[src/rtl/cpu_types_pkg.sv]
// Shared CPU types: machine word, branch predictor index and branch tracking entry.
// Pure type/constant package, no logic.
// Imported by the branch resolve unit and its tracking FIFO.
package cpu_types_pkg;

  typedef logic [31:0] word_t;

  // Index into the 8-entry branch predictor.
  typedef logic [2:0] bp_index_t;

  // One in-flight predicted branch, captured at decode.
  typedef struct packed {
    bp_index_t index;
    logic      predict;
    word_t     target;
    word_t     npc;
  } bp_entry_t;

  // Default number of unresolved branches allowed in flight.
  localparam int BP_DEPTH = 4;

endpackage

[src/rtl/bp_track_fifo.sv]
// Circular FIFO of in-flight branch entries with combinational head read.
// Latency: entry visible at head the cycle after push; full is combinational on count.
// Backpressure: push ignored when full unless a pop happens in the same cycle; flush wins over push.
module bp_track_fifo
  import cpu_types_pkg::*;
#(
  parameter int DEPTH = BP_DEPTH
) (
  input  logic      clk_i,
  input  logic      rst_ni,
  input  logic      push_i,
  input  bp_entry_t push_dat_i,
  input  logic      pop_i,
  input  logic      flush_i,
  output logic      full_o,
  output logic      empty_o,
  output bp_entry_t head_o
);

  localparam int PTR_W = (DEPTH > 1) ? $clog2(DEPTH) : 1;
  localparam int CNT_W = PTR_W + 1;

  bp_entry_t        mem_q [DEPTH];
  logic [PTR_W-1:0] wr_ptr_q, wr_ptr_d;
  logic [PTR_W-1:0] rd_ptr_q, rd_ptr_d;
  logic [CNT_W-1:0] count_q, count_d;
  logic             push_ok;
  logic             pop_ok;

  assign full_o  = (count_q == CNT_W'(DEPTH));
  assign empty_o = (count_q == '0);
  assign head_o  = mem_q[rd_ptr_q];

  // A full queue still accepts a push when the head leaves in the same cycle.
  assign push_ok = push_i & ~flush_i & (~full_o | pop_i);
  assign pop_ok  = pop_i & ~empty_o;

  // Next pointers and count; a flush parks the write pointer on the new read pointer.
  always_comb begin
    rd_ptr_d = rd_ptr_q + PTR_W'(pop_ok);
    wr_ptr_d = wr_ptr_q;
    count_d  = count_q;
    if (flush_i) begin
      wr_ptr_d = rd_ptr_d;
      count_d  = '0;
    end else begin
      wr_ptr_d = wr_ptr_q + PTR_W'(push_ok);
      count_d  = count_q + CNT_W'(push_ok) - CNT_W'(pop_ok);
    end
  end

  // Pointer, count and storage registers.
  always_ff @(posedge clk_i or negedge rst_ni) begin
    if (!rst_ni) begin
      wr_ptr_q <= '0;
      rd_ptr_q <= '0;
      count_q  <= '0;
      for (int i = 0; i < DEPTH; i++) begin
        mem_q[i] <= '0;
      end
    end else begin
      wr_ptr_q <= wr_ptr_d;
      rd_ptr_q <= rd_ptr_d;
      count_q  <= count_d;
      if (push_ok) begin
        mem_q[wr_ptr_q] <= push_dat_i;
      end
    end
  end

endmodule

[src/rtl/branch_resolve_unit.sv]
// Resolves in-flight predicted branches against EX outcome; drives predictor update and fetch redirect.
// Latency: all outputs registered, one cycle after ex_resolve.
// Backpressure: full tells decode to stall its branch; optional stats ports under BP_STATS_EN.
module branch_resolve_unit
  import cpu_types_pkg::*;
#(
  parameter int DEPTH = BP_DEPTH,
  parameter int IDX_W = 3
) (
  input  logic             CLK,
  input  logic             nRST,
  input  logic             id_push,
  input  logic [IDX_W-1:0] id_index,
  input  logic             id_predict,
  input  logic [31:0]      id_target,
  input  logic [31:0]      id_npc,
  input  logic             ex_resolve,
  input  logic             ex_taken,
  input  logic [31:0]      ex_target,
  input  logic             ext_flush,
  output logic             full,
  output logic             br,
  output logic [IDX_W-1:0] index_update,
  output logic             br_taken,
  output logic [31:0]      br_target_I,
  output logic             redirect,
  output logic [31:0]      redirect_pc,
  output logic             err_underflow
`ifdef BP_STATS_EN
  ,
  output logic [31:0]      stat_resolved,
  output logic [31:0]      stat_mispred
`endif
);

  bp_entry_t push_dat;
  bp_entry_t head;
  logic      empty;
  logic      res_vld;
  logic      mispredict;
  logic      mis_vld;

  logic             br_q, br_d;
  logic [IDX_W-1:0] index_q, index_d;
  logic             taken_q, taken_d;
  logic [31:0]      target_q, target_d;
  logic             redirect_q, redirect_d;
  logic [31:0]      rpc_q, rpc_d;
  logic             err_q, err_d;

  assign push_dat = '{index: bp_index_t'(id_index), predict: id_predict,
                      target: id_target, npc: id_npc};

  bp_track_fifo #(.DEPTH(DEPTH)) u_fifo (
    .clk_i      (CLK),
    .rst_ni     (nRST),
    .push_i     (id_push),
    .push_dat_i (push_dat),
    .pop_i      (res_vld),
    .flush_i    (ext_flush | mis_vld),
    .full_o     (full),
    .empty_o    (empty),
    .head_o     (head)
  );

  // A resolve only counts when there is a head to compare against.
  assign res_vld    = ex_resolve & ~empty;
  assign mispredict = (head.predict != ex_taken) |
                      (head.predict & ex_taken & (head.target != ex_target));
  assign mis_vld    = res_vld & mispredict;

  // Next values of the update bundle; payload holds between strobes.
  always_comb begin
    br_d       = res_vld;
    index_d    = index_q;
    taken_d    = taken_q;
    target_d   = target_q;
    rpc_d      = rpc_q;
    redirect_d = mis_vld & ~ext_flush;
    err_d      = err_q | (ex_resolve & empty);
    if (res_vld) begin
      index_d  = IDX_W'(head.index);
      taken_d  = ex_taken;
      target_d = ex_target;
      rpc_d    = ex_taken ? ex_target : head.npc;
    end
  end

  // Output registers.
  always_ff @(posedge CLK or negedge nRST) begin
    if (!nRST) begin
      br_q       <= 1'b0;
      index_q    <= '0;
      taken_q    <= 1'b0;
      target_q   <= '0;
      redirect_q <= 1'b0;
      rpc_q      <= '0;
      err_q      <= 1'b0;
    end else begin
      br_q       <= br_d;
      index_q    <= index_d;
      taken_q    <= taken_d;
      target_q   <= target_d;
      redirect_q <= redirect_d;
      rpc_q      <= rpc_d;
      err_q      <= err_d;
    end
  end

  assign br            = br_q;
  assign index_update  = index_q;
  assign br_taken      = taken_q;
  assign br_target_I   = target_q;
  assign redirect      = redirect_q;
  assign redirect_pc   = rpc_q;
  assign err_underflow = err_q;

`ifdef BP_STATS_EN
  logic [31:0] resolved_q, resolved_d;
  logic [31:0] mispred_q, mispred_d;

  // Saturating counters, bumped alongside the br strobe.
  always_comb begin
    resolved_d = resolved_q;
    mispred_d  = mispred_q;
    if (res_vld && (resolved_q != '1)) begin
      resolved_d = resolved_q + 32'd1;
    end
    if (mis_vld && (mispred_q != '1)) begin
      mispred_d = mispred_q + 32'd1;
    end
  end

  // Statistics registers.
  always_ff @(posedge CLK or negedge nRST) begin
    if (!nRST) begin
      resolved_q <= '0;
      mispred_q  <= '0;
    end else begin
      resolved_q <= resolved_d;
      mispred_q  <= mispred_d;
    end
  end

  assign stat_resolved = resolved_q;
  assign stat_mispred  = mispred_q;
`endif

endmodule

[config.mk]
export PLATFORM = sky130hd
export DESIGN_NAME = branch_resolve_unit
export DESIGN_NICKNAME = d
export VERILOG_FILES = /design/src/rtl/cpu_types_pkg.sv /design/src/rtl/bp_track_fifo.sv /design/src/rtl/branch_resolve_unit.sv
export SDC_FILE = /design/constraint.sdc
export NUM_CORES = 1
export LEC_CHECK = 0
export ABC_CLOCK_PERIOD_IN_PS = 6000
export BUFFER_PORTS_ARGS = -buffer_cell sky130_fd_sc_hd__buf_2
export CAP_MARGIN = 15
export CORE_ASPECT_RATIO = 2
export CORE_MARGIN = 2
export CORE_UTILIZATION = 50
export DETAILED_ROUTE_END_ITERATION = 10
export PLACE_DENSITY = 0.78
export SLEW_MARGIN = 20
export SYNTH_ARGS = -nofsm -noshare
export SYNTH_HDL_FRONTEND = slang
export SYNTH_SLANG_ARGS = --single-unit
[constraint.sdc]
create_clock -name CLK -period 6 [get_ports CLK]
set_input_delay 0.3 -clock CLK [delete_from_list [all_inputs] [get_ports CLK]]
set_output_delay 0.3 -clock CLK [all_outputs]
set_load 0.05 [all_outputs]
After elaboration in Yosys (flattened, before gate mapping)
Cells that the tools add are included.

Flip-flop bits (word level): 350. Latch bits: 0. Memory bits (writable): 0. Memory bits (read-only): 0. Input bits: 106. Output and inout port bits: 72. Word-level logic and storage cells: 66. Memories kept: 0.

Add/subtract/negate cells: 4. Multipliers: 0. Divide/modulo/power cells: 0. Order comparisons: 3. Equal/unequal tests: 3. Shifts and indexed selects: 0. Multiplexer cells: 9. Bitwise gates (word level): 19. Reductions and logical operators: 2.

Operators by type and width (number): bitwise mux 272 bit (1); 2-to-1 mux 68 bit (3); binary-select mux 68 bit (select 2 bit) (1); demux 68 bit (select 2 bit) (1); 2-to-1 mux 32 bit (1); != test 32 bit (1); AND 1 bit (9); greater-or-equal comparator 3 bit (second input constant) (2); NOT 2 -> 3 bit (2); adder 2 x 1 -> 2 bit (2); NOT 1 bit (4); OR 1 bit (4); adder 3 x 1 -> 3 bit (1); equality test 3 bit (second input constant) (1); zero test 3 bit (1); < comparator 3 x 1 -> 1 bit (second input constant) (1); 2-to-1 mux 3 bit (1); subtractor 3 x 1 -> 3 bit (1); 2-to-1 mux 2 bit (1); logical AND 1 bit (1); != test 1 bit (1).

Depth between registers and ports, before layout
Gate-level depths: netlist of run 1.

Depth in word-level cells: 15. Depth in mapped cells: 16. Depth with buffers taken out: 12.

Modules after synthesis
From an unflattened synthesis of run 1, not the netlist that was laid out.

Cells, all modules: 1038. Area, all modules: 15436.1 um^2.

Modules (own cells, without submodules): bp_track_fifo (times used 1, cells each 694, area each 12139.1 um^2); branch_resolve_unit (times used 1, cells each 344, area each 3296.9 um^2).

Worst setup path after synthesis of run 1
OpenSTA, ideal clock, no wires.

Kind: reg-to-reg. From: register u_fifo.rd_ptr_q[1]. To: register u_fifo.mem_q[215] (netlist name). Arrival: 3874 ps. Required time: 5879 ps. Path slack: 2005 ps. Stages on the path, launching flop included: 15. Buffers on the path: 8. Period minus slack after synthesis: 3995 ps. Cells stage by stage: dfrtp_1 clkbuf_1 clkbuf_1 clkbuf_1 buf_1 mux4_2 ha_1 a221o_1 clkbuf_1 nor2_1 or4b_1 clkbuf_1 buf_6 buf_6 a22o_1.

Word-level cells in the longest chain between the ends: 12. Elaborated cells on any way between the ends: 14.

RTL lines: from (decl) (RTL line bp_track_fifo.sv:25) `logic [PTR_W-1:0] rd_ptr_q, rd_ptr_d;`; from (signal assigned) (RTL line bp_track_fifo.sv:63) `rd_ptr_q <= rd_ptr_d;`; NOT 2 -> 3 bit (not written as such) (*) (RTL line bp_track_fifo.sv:32) `assign head_o = mem_q[rd_ptr_q];`; binary-select mux 68 bit (select 2 bit) (*) (RTL line bp_track_fifo.sv:32); 2-to-1 mux 68 bit (not written as such) (*) (2 in a row) (RTL line bp_track_fifo.sv:32); != test 32 bit / AND 1 bit (equally long branches) (RTL line branch_resolve_unit.sv:69) `(head.predict & ex_taken & (head.target != ex_target));`; AND 1 bit (RTL line branch_resolve_unit.sv:69); OR 1 bit (*) (RTL line branch_resolve_unit.sv:68) `assign mispredict = (head.predict != ex_taken) |`; AND 1 bit (*) (RTL line branch_resolve_unit.sv:70) `assign mis_vld = res_vld & mispredict;`; OR 1 bit (*) (RTL line branch_resolve_unit.sv:60) `.flush_i (ext_flush | mis_vld),`; NOT 1 bit (*) (RTL line bp_track_fifo.sv:35) `assign push_ok = push_i & ~flush_i & (~full_o | pop_i);`; AND 1 bit (*) (2 in a row) (RTL line bp_track_fifo.sv:35); to (signal, indexed assignment) (RTL line bp_track_fifo.sv:66) `mem_q[wr_ptr_q] <= push_dat_i;`; to (decl) (RTL line bp_track_fifo.sv:23) `bp_entry_t mem_q [DEPTH];`.

Every way passes the cells marked *; elsewhere a longest branch is shown, timed or not. The select of a mux whose other input is x is not followed. A chain may end at the register's enable or synchronous reset.

Worst setup path after layout of run 1
From: register u_fifo.rd_ptr_q[0]. To: register u_fifo.mem_q[37] (netlist name).

The elaborated chain is that of the path after synthesis.

==> out/metrics.csv, run 1 <==
metric;value;unit
status;completed;
grt_max_degree;190;
drt-total-wl;43.08;mm
seq_power_share;39.5;%
grt_pass1_wl;67.44;mm
finalClockSkew;0.01574;ns
fillers;2320;
synth-compound-area-share;16.94;%
finalSetupViolCount;0;
dp.final_hpwl;27.55;mm
cts_root_buf;clkbuf_16;
syn_to_final_growth;15.26;%
synth_mux_area_share;12.31;%
slew_headroom;32.84;%
holdPathStages;3;
path_clk_slew;0.07;ns
postSynthCellCount;1152;
grt_overflow;0;
r2r_slack;1.20;ns
critPathLaunchType;flip-flop;
synth_area;15220;um2
dr.pass1.iters;5;
peakVddDrop;0.2528;mV
vias;10870;
min_path_type;input port to flip-flop;
synth_adder_area_share;0.5425;%
post_drt_wl_per_cell;25.55;um
p_sw;3.981;mW
postSynthAreaPerCell;13.21;um2
initial_core_util;50.62;%
r2r-end;u_fifo.mem_q[37];
power.share.clock;19.0;%
core_area;30070;um2
cts_tree;done;
io_buffers;177;
synth_area_leaders;dfrtp_1, a22o_1, mux4_2;
postCtsResizedCells;0;
yosys.area.top_type;dfrtp_1;
gp_congestion;0.8735;
worstPathRequired;6.45;ns
synth_cell_type_count;32;
die_h;250.7;um
finish.net_count;1409;
internal_power;6.424;mW
synth_top_area_share;57.54;%
antenna_found_initial;0;
ys_ff_latch;350;
async_flop_share;100.0;%
rows;90;
endpoint_kind;flip-flop;
path_class;flip-flop to flip-flop;
synth_nets;1264;
min_to;br_target_I[18];
yosysMostFrequentCell;dfrtp_1;
synth_top_flop_cell;dfrtp_1;
yosysWarnings;0;
yosysSeqAreaShare;57.54;%
vias_per_cell;6.448;
finalSetupTns;0;ns
drtAntennaViolNets;0;
diodes;0;
drc;0;
drv_cap;0;
ys_top_cells_by_count;dfrtp_1, a22o_1, nand2_1;
pwr-share-comb;41.5;%
finalWorstPathRequiredPeriod;4.798;ns
rsz0062_at_grt;false;
cts.sinks;350;
die-width;127.4;um
synth_xor_area_share;2.072;%
maxSlewViolCount;0;
r2r-start;u_fifo.rd_ptr_q[0];
cp_data_arrival_time;5.25;ns
fmax;0.2084;GHz
reg2reg_depth;9;
power.leakage;8.159;nW
drt_iter0_markers;1053;
insertion_delay;0.57;ns
swShare;38.26;%
grt_pass1_vias;11520;
max_slew.worst_pin.slew;1.007;ns
synth_simple_gate_area_share;7.497;%
synth_edf_count;0;
synth_top_family_by_area;compound AO/OA/AOI/OAI gates;
whs;0.01183;ns
ctsHtreeMaxLevel;1;
drive_gt1_share;25.11;%
grt_usage;27.39;%
period_share;79.97;%
worstPathMaxFanout;39;
ios;178;
powerDensity;593.1;nW/um2
die_area;31940;um2
cts_max_path_buffers;3;
final_hold_viol_count;0;
final_util;58.35;%
hp-start;ex_target[18];
cts_made_buffers;29;
==> sequential cells by signal, summed over array words and instances (netlist names) <==
name and count:
u_fifo.mem_q 272, redirect_pc 32, err_underflow 1, redirect 1, u_fifo.rd_ptr_q 2, index_update 3
u_fifo.count_q 3, br_taken 1, u_fifo.wr_ptr_q 2, br 1, br_target_I 32
==> kinds of logic after synthesis <==
kind of cell / count (synthesis)
mux: 102
fa+ha+maj: 6
xor+xnor: 36
simple gates: 239
compound gates: 309
buf+inv: 110
flops: 350
==> layout by cell type, fill, tap and decap left out, types with 5 or more instances in the layout <==
master         Yosys  routed
inv_1              7       7
xnor2_1           33      33
dlygate4sd3_1      0      13
o21ai_0           32      32
clkbuf_16          0      29
ha_1               5       5
nor2b_1           70      70
nor2_1             5       5
mux2i_1           32      32
mux4_2            68      68
dfrtp_1          350     348
nand4_1            8       8
a22o_1           272     272
buf_2             16     176
buf_4              2      23
nand2_1          142     142
clkinv_2           0       5
==> worst max-delay path, cell delays in order (launching register included) <==
cell	delay, ns
dfrtp_4	0.83
buf_4	0.35
mux4_2	0.54
xnor2_1	0.23
nand4_1	0.12
nor4_1	0.30
a21oi_1	0.33
or4_2	1.20
buf_4	0.44
a22o_1	0.28
==> how the worst max path moves through the flow <==
stage,start,end,cells past startpoint
finish,u_fifo.rd_ptr_q[0],u_fifo.mem_q[37],9
global route,u_fifo.rd_ptr_q[0],u_fifo.mem_q[7],9
CTS,u_fifo.rd_ptr_q[0],u_fifo.mem_q[37],9
detailed placement,u_fifo.rd_ptr_q[0],u_fifo.mem_q[35],9
global placement,u_fifo.rd_ptr_q[0],u_fifo.mem_q[35],9
floorplan,u_fifo.rd_ptr_q[1],u_fifo.mem_q[215],14
==> routing by layer <==
metal  up-vias  part of all wire, %  global-route usage, %
li1       4557                    -                      -
met1      5603                   37                  34.66
met2       575                   50                  45.03
met3       137                  7.0                  3.597
met4         0                  6.2                  16.30
met5         -                    0                      0
==> metrics by stage <==
step                      setup slack [ns]  cells  power, mW  cell area, um2
after detailed placement             1.211   1619      8.415           16380
after floorplan                      2.005   1152      7.213           15220
after global routing                0.9796   1686      10.90           17540
after CTS                            1.172   1684      10.42           17490
after global placement               1.237   1619      8.251           16380
final                                1.202   1686      10.41           17540
==> power groups by stage <==
stage / clock network, mW / registers [mW] / logic, mW
after floorplan: 0 / 4.58 / 2.63
after global placement: 0 / 4.06 / 4.19
after detailed placement: 0 / 4.12 / 4.30
after CTS: 2.00 / 4.09 / 4.33
after global routing: 2.09 / 4.21 / 4.60
final: 1.97 / 4.11 / 4.32
==> repair_timing <==
item                      4_1_cts  5_1_grt
hold endpoints to repair       94        0
setup buffers                   0        0
hold buffers                   13        0
==> final cells by class <==
| type | count | area, um2 | share of cell area (%) |
|---|---|---|---|
| clock buffers | 37 | 795.8 | 4.536 |
| repair buffers | 217 | 1294 | 7.374 |
| clock inverters | 15 | 180.2 | 1.027 |
| multi-input cells | 692 | 6025 | 34.34 |
| flip-flops and latches | 350 | 8763 | 49.95 |
| well taps | 368 | 460.4 | 2.624 |
| inverters | 7 | 26.28 | 0.1498 |
(Power assumes the default switching activity.)
==> inputs of run 2 (changes only) <==
--- a/config.mk
+++ b/config.mk
@@ -5,14 +5,14 @@
 export SDC_FILE = /design/constraint.sdc
 export NUM_CORES = 1
 export LEC_CHECK = 0
-export ABC_CLOCK_PERIOD_IN_PS = 6000
+export ABC_CLOCK_PERIOD_IN_PS = 4200
 export BUFFER_PORTS_ARGS = -buffer_cell sky130_fd_sc_hd__buf_2
 export CAP_MARGIN = 15
 export CORE_ASPECT_RATIO = 2
 export CORE_MARGIN = 2
 export CORE_UTILIZATION = 50
 export DETAILED_ROUTE_END_ITERATION = 10
-export PLACE_DENSITY = 0.78
+export PLACE_DENSITY = 0.81
 export SLEW_MARGIN = 20
 export SYNTH_ARGS = -nofsm -noshare
 export SYNTH_HDL_FRONTEND = slang
==> constraint.sdc (replaced) <==
create_clock -name CLK -period 4.2 [get_ports CLK]
set_input_delay 0.21 -clock CLK [delete_from_list [all_inputs] [get_ports CLK]]
set_output_delay 0.21 -clock CLK [all_outputs]
set_load 0.05 [all_outputs]
==> run 2 against run 1 <==
  * Wire length rose by 1.7%
  * Clock skew shrank 0.0040 ns
  * Global-route usage rose by 0.11 points
  * Clock-buffer cell count up 1
  * Cell count increased by 1.8%
  * Via count rose by 2.9%
  * Largest cell class unchanged
==> out/metrics.csv, run 2 (same netlist as run 1, synthesis figures left out) <==
metric;value;unit;change
cp_cell_sequence;buf_12 > mux4_2 > xnor2_1 > nand4_1 > nor4_1 > a21oi_1 > or4_2 > buf_4 > a22o_1;;was buf_4 > mux4_2 > xnor2_1 > nand4_1 > nor4_1 > a21oi_1 > or4_2 > buf_4 > a22o_1
dp_slack;0.1768;ns;was 1.211 ns
peakVddDrop;0.3728;mV;was 0.2528 mV
die_h;250.7;um;unchanged
ctsHtreeMaxLevel;1;;unchanged
finish.net_count;1435;;was 1,409
drt_iter0_markers;1111;;was 1,053
largest_register_ff_count;272;;unchanged
vias;11190;;was 10,870
worstPathMaxFanout;42;;was 39
r2r_slack;0.08;ns;was 1.20 ns
cp_data_arrival_time;4.57;ns;was 5.25 ns
cts_root_buf;clkbuf_16;;unchanged
max_slew.worst_pin.slew;1.008;ns;was 1.007 ns
grt_pass1_wl;67.92;mm;was 67.44 mm
vias_per_cell;6.522;;was 6.448
cts.sinks;350;;unchanged
finalWorstPathRequiredPeriod;4.119;ns;was 4.798 ns
ios;178;;unchanged
min_path_type;input port to flip-flop;;unchanged
die_area;31940;um2;unchanged
die-width;127.4;um;unchanged
cts_tree;done;;unchanged
syn_to_final_growth;17.22;%;was 15.26%
fillers;2214;;was 2,320
antenna_found_initial;3;;was 0
rsz0062_at_grt;false;;unchanged
critPathLaunchType;flip-flop;;unchanged
mostFrequentLayoutCell;dfrtp_1;;unchanged
largest-register;u_fifo.mem_q;;unchanged
slew_headroom;32.79;%;was 32.84%
worstPathRequired;4.66;ns;was 6.45 ns
fmax;0.2428;GHz;was 0.2084 GHz
gp_congestion;0.8449;;was 0.8735
dr.pass1.iters;5;;unchanged
insertion_delay;0.57;ns;about the same
finalClockSkew;0.01171;ns;was 0.01574 ns
mostFrequentLayoutCells;dfrtp_1, a22o_1, buf_2, nand2_1, nor2b_1;;unchanged
drv_cap;0;;unchanged
period_share;98.07;%;was 79.97%
path_clk_slew;0.07;ns;about the same
status;completed;;unchanged
cp_slowest_stage_delay;0.70;ns;was 1.20 ns
power.leakage;8.286;nW;was 8.159 nW
finalSetupTns;0;ns;unchanged
endpoint_kind;flip-flop;;unchanged
drt-total-wl;43.82;mm;was 43.08 mm
cts_made_buffers;29;;unchanged
post_drt_wl_per_cell;25.54;um;was 25.55 um
grt_max_degree;126;;was 190
whs;0.1058;ns;was 0.01183 ns
io_buffers;177;;unchanged
powerDensity;840.7;nW/um2;was 593.1 nW/um2
setup_slack;0.08087;ns;was 1.202 ns
drive_gt1_share;25.13;%;was 25.11%
maxSlewViolCount;0;;unchanged
path_class;flip-flop to flip-flop;;unchanged
dp.final_hpwl;26.67;mm;was 27.55 mm
final_hold_viol_count;0;;unchanged
postCtsSetupBuffers;0;;unchanged
core_area;30070;um2;unchanged
rows;90;;unchanged
crit_family;simple AND/OR/NAND/NOR gates;;unchanged
grt_usage;27.51;%;was 27.39%
cp_num_buf_inv;2;;unchanged
initial_core_util;50.62;%;unchanged
grt_overflow;0;;unchanged
finalSetupViolCount;0;;unchanged
drtAntennaViolNets;0;;unchanged
critical_path.slowest_cell;or4_2;;unchanged
drc;0;;unchanged
cts_max_path_buffers;3;;unchanged
grt_pass1_vias;12040;;was 11,520
## run 2: cell types whose count changed in the layout (fill, tap and decap cells not counted), moves of 2 or more
| cell | before | now |
|---|---|---|
| clkinv_2 | 5 | 7 |
| buf_12 | 2 | 10 |
| buf_16 | 2 | 0 |
| dlygate4sd3_1 | 13 | 34 |
| diode_2 | 0 | 3 |
## run 2: worst paths after layout
path	startpoint	to	cells past startpoint
worst min register to register	err_underflow	err_underflow	1
worst max register to register	u_fifo.rd_ptr_q[0]	u_fifo.mem_q[9]	9
worst max-delay path	u_fifo.rd_ptr_q[0]	u_fifo.mem_q[9]	9
max in group asynchronous	nRST	u_fifo.mem_q[254]	3
min in group asynchronous	nRST	redirect_pc[29]	2
worst min-delay path	ex_taken	redirect	4
## run 2: worst register-to-register path, stage by stage, from the launching register on
cell and delay [ns]:
dfrtp_4 0.57, buf_12 0.27, mux4_2 0.55, xnor2_1 0.40, nand4_1 0.24, nor4_1 0.35, a21oi_1 0.23, or4_2 0.71
buf_4 0.34, a22o_1 0.34
## run 2: area by class of cell
type | instances | area [um2] | area share [%]
clock inverters | 15 | 143.9 | 0.8065
flip-flops and latches | 350 | 8763 | 49.12
repair buffers | 243 | 1602 | 8.976
inverters | 7 | 26.28 | 0.1473
diodes | 3 | 7.507 | 0.04208
multi-input cells | 692 | 6030 | 33.79
clock buffers | 38 | 809.5 | 4.537
well taps | 368 | 460.4 | 2.581
## run 2: metal layers
layer / track usage [%] / share of wire [%]
met1: 34.10 / 35
met5: 0 / 0
met3: 4.512 / 8.0
met4: 19.09 / 7.0
met2: 43.94 / 50
## run 2: report_power, final
part | total, mW | leakage, nW | internal [mW] | switching [mW]
logic | 6.43 | 3.43 | 2.85 | 3.58
clock network | 2.76 | 0.467 | 1.49 | 1.27
registers | 5.81 | 4.39 | 4.89 | 0.916
total | 15.0 | 8.29 | 9.23 | 5.77
## run 2: stage by stage
stage / power (mW) / instance area, um2 / cells / util (%)
floorplan: 10.30 / 15220 / 1152 / -
global placement: 11.89 / 16540 / 1626 / 55.00
detailed placement: 12.14 / 16540 / 1626 / 55.00
CTS: 14.95 / 17830 / 1713 / 59.30
global route: 15.65 / 17840 / 1716 / 59.34
finish: 15.00 / 17840 / 1716 / 59.34
## run 2: timing repair
item,in CTS,in global routing
endpoints found under the hold margin,155,0
resized for setup,0,1
hold buffers,34,0
setup endpoints to repair,0,1
==> inputs of run 3 (changes only) <==
--- a/config.mk
+++ b/config.mk
@@ -5,14 +5,15 @@
 export SDC_FILE = /design/constraint.sdc
 export NUM_CORES = 1
 export LEC_CHECK = 0
-export ABC_CLOCK_PERIOD_IN_PS = 4200
+export ABC_CLOCK_PERIOD_IN_PS = 4600
 export BUFFER_PORTS_ARGS = -buffer_cell sky130_fd_sc_hd__buf_2
 export CAP_MARGIN = 15
 export CORE_ASPECT_RATIO = 2
 export CORE_MARGIN = 2
 export CORE_UTILIZATION = 50
 export DETAILED_ROUTE_END_ITERATION = 10
-export PLACE_DENSITY = 0.81
+export PLACE_DENSITY = 0.78
+export SKIP_LAST_GASP = 1
 export SLEW_MARGIN = 20
 export SYNTH_ARGS = -nofsm -noshare
 export SYNTH_HDL_FRONTEND = slang
==> constraint.sdc (replaced) <==
create_clock -name CLK -period 4.6 [get_ports CLK]
set_input_delay 0.23 -clock CLK [delete_from_list [all_inputs] [get_ports CLK]]
set_output_delay 0.23 -clock CLK [all_outputs]
set_load 0.05 [all_outputs]
==> run 3 against run 2 <==
  * Global-route usage increased by 0.13 points
  * Die area stayed put
  * Register-to-register slack improved by 0.44 ns
  * Core utilization rose by 0.40 points
  * Combinational power decreased by 9.6%
  * Critical endpoint is now u_fifo.count_q[2]
  * Worst hold slack worse by 0.028 ns
==> out/metrics.csv, run 3 (same netlist as run 1, synthesis figures left out) <==
metric;value;unit;change
status;completed;;unchanged
critPathLaunchType;flip-flop;;unchanged
cts_hold_buf;33;;was 34
die-width;127.4;um;unchanged
io_buffers;177;;unchanged
cts_tree;done;;unchanged
finalSetupTns;0;ns;unchanged
slew_headroom;31.86;%;was 32.79%
final_hold_viol_count;0;;unchanged
largest-register;u_fifo.mem_q;;unchanged
dr.pass1.iters;5;;unchanged
cts_max_path_buffers;3;;unchanged
period_share;88.74;%;was 98.07%
p_sw;5.247;mW;was 5.769 mW
powerDensity;775.3;nW/um2;was 840.7 nW/um2
cp_data_arrival_time;4.53;ns;was 4.57 ns
hp-start;ex_target[31];;was ex_taken
finalSetupViolCount;0;;unchanged
r2r-end;u_fifo.count_q[2];;was u_fifo.mem_q[9]
path_clk_slew;0.08;ns;was 0.07 ns
endpoint_kind;flip-flop;;unchanged
grt_max_degree;134;;was 126
gp_congestion;0.8679;;was 0.8449
min_path_type;input port to flip-flop;;unchanged
initial_core_util;50.62;%;unchanged
vias;11100;;was 11,190
vias_per_cell;6.467;;was 6.522
seq_power_share;38.2;%;was 38.7%
peakVddDrop;0.4781;mV;was 0.3728 mV
cts.sinks;350;;unchanged
die_area;31940;um2;unchanged
cts_root_buf;clkbuf_16;;unchanged
fin_area;17960;um2;was 17,840 um2
power.share.clock;20.1;%;was 18.4%
cts_made_buffers;29;;unchanged
fmax;0.2450;GHz;was 0.2428 GHz
core_area;30070;um2;unchanged
largest_register_ff_count;272;;unchanged
drive_gt1_share;25.33;%;was 25.13%
power.leakage;8.341;nW;was 8.286 nW
r2r-start;u_fifo.rd_ptr_q[0];;unchanged
mostFrequentLayoutCells;dfrtp_1, a22o_1, buf_2, nand2_1, nor2b_1;;unchanged
swShare;37.68;%;was 38.46%
rsz0062_at_grt;false;;unchanged
holdPathStages;3;;was 4
fillers;2222;;was 2,214
finish.net_count;1436;;was 1,435
worstPathMaxFanout;11;;was 42
drtAntennaViolNets;0;;unchanged
path_class;flip-flop to flip-flop;;unchanged
postCtsSetupBuffers;0;;unchanged
min_to;br_target_I[31];;was redirect
grt_pass1_wl;68.22;mm;was 67.92 mm
cp_cell_sequence;buf_4 > mux4_2 > xnor2_1 > nand4_1 > nor4_1 > a21oi_1 > buf_4 > nor3_1 > ha_1 > inv_1 > fa_1 > xor2_1 > xnor2_1 > nor2_1;;was buf_12 > mux4_2 > xnor2_1 > nand4_1 > nor4_1 > a21oi_1 > or4_2 > buf_4 > a22o_1
die_h;250.7;um;unchanged
max_slew.worst_pin.slew;1.022;ns;was 1.008 ns
antenna_found_initial;2;;was 3
grt_pass1_vias;11780;;was 12,040
drt-total-wl;43.60;mm;was 43.82 mm
drc;0;;unchanged
cp_slowest_stage_delay;0.57;ns;was 0.70 ns
ios;178;;unchanged
critical_path.slowest_cell;dfrtp_4;;was or4_2
finalWorstPathRequiredPeriod;4.082;ns;was 4.119 ns
syn_to_final_growth;18.00;%;was 17.22%
postCtsResizedCells;0;;unchanged
drt_iter0_markers;853;;was 1,111
maxSlewViolCount;0;;unchanged
whs;0.07775;ns;was 0.1058 ns
finalClockSkew;0.01779;ns;was 0.01171 ns
dpl-instance-area;16550;um2;was 16,540 um2
pwr-share-comb;41.7;%;was 42.8%
mostFrequentLayoutCell;dfrtp_1;;unchanged
drv_cap;0;;unchanged
ctsHtreeMaxLevel;1;;unchanged
grt_usage;27.64;%;was 27.51%
dp.final_hpwl;27.38;mm;was 26.67 mm
rows;90;;unchanged
worstPathRequired;5.04;ns;was 4.66 ns
grt_overflow;0;;unchanged
post_drt_wl_per_cell;25.41;um;was 25.54 um
reg2reg_depth;14;;was 9
r2r_slack;0.52;ns;was 0.08 ns
internal_power;8.678;mW;was 9.231 mW
insertion_delay;0.57;ns;about the same
-- run 3: cell type report --
type | instances | area (um2) | area share, %
multi-input combinational | 692 | 6025 | 33.54
sequential | 350 | 8763 | 48.79
tap | 368 | 460.4 | 2.564
clock inverter | 18 | 286.5 | 1.595
timing repair buffer | 244 | 1607 | 8.945
inverter | 7 | 26.28 | 0.1463
antenna | 2 | 5.005 | 0.02786
clock buffer | 35 | 788.3 | 4.389
-- run 3: how the worst max path moves through the flow --
stage	startpoint	to	slack [ns]	cells past startpoint
global placement	u_fifo.rd_ptr_q[0]	u_fifo.count_q[2]	0.64	14
CTS	u_fifo.rd_ptr_q[0]	u_fifo.mem_q[226]	0.52	9
floorplan	u_fifo.rd_ptr_q[1]	u_fifo.mem_q[215]	0.61	14
global route	u_fifo.rd_ptr_q[0]	u_fifo.count_q[2]	0.25	14
detailed placement	u_fifo.rd_ptr_q[0]	u_fifo.count_q[2]	0.56	14
finish	u_fifo.rd_ptr_q[0]	u_fifo.count_q[2]	0.52	14
-- run 3: power by group through the flow --
| stage | clock network, mW | registers (mW) | logic (mW) |
|---|---|---|---|
| after global routing | 2.94 | 5.45 | 6.15 |
| after CTS | 2.82 | 5.28 | 5.80 |
| after detailed placement | 0 | 5.31 | 5.76 |
| after global placement | 0 | 5.23 | 5.61 |
| after floorplan | 0 | 5.98 | 3.43 |
| final | 2.80 | 5.32 | 5.81 |
-- run 3: metrics by stage --
| stage | power (mW) | setup WS (ns) | cells | utilization [%] |
|---|---|---|---|---|
| after global routing | 14.55 | 0.2462 | 1716 | 59.74 |
| after CTS | 13.90 | 0.5178 | 1714 | 59.72 |
| final | 13.92 | 0.5180 | 1716 | 59.74 |
| after global placement | 10.84 | 0.6365 | 1628 | 55.05 |
| after floorplan | 9.409 | 0.6055 | 1152 | - |
| after detailed placement | 11.07 | 0.5551 | 1628 | 55.05 |
-- run 3: worst max-delay path, delay by kind of cell, from the launching register on --
family	cells	cell delay (ns)
AND/OR/NAND/NOR	4	0.83
XOR/XNOR	3	0.69
adder cells (fa/ha/maj)	2	0.61
flip-flops	1	0.57
multiplexers	1	0.51
buffers and inverters	3	0.48
AO/OA/AOI/OAI	1	0.27
-- run 3: layer usage --
| metal | GRT usage, % | routed length (um) | vias to the layer above |
|---|---|---|---|
| met3 | 3.490 | 2793 | 135 |
| met2 | 45.15 | 21840 | 598 |
| met5 | 0 | 0 | - |
| met1 | 35.04 | 16160 | 5748 |
| met4 | 17.02 | 2804 | 0 |
| li1 | - | - | 4616 |
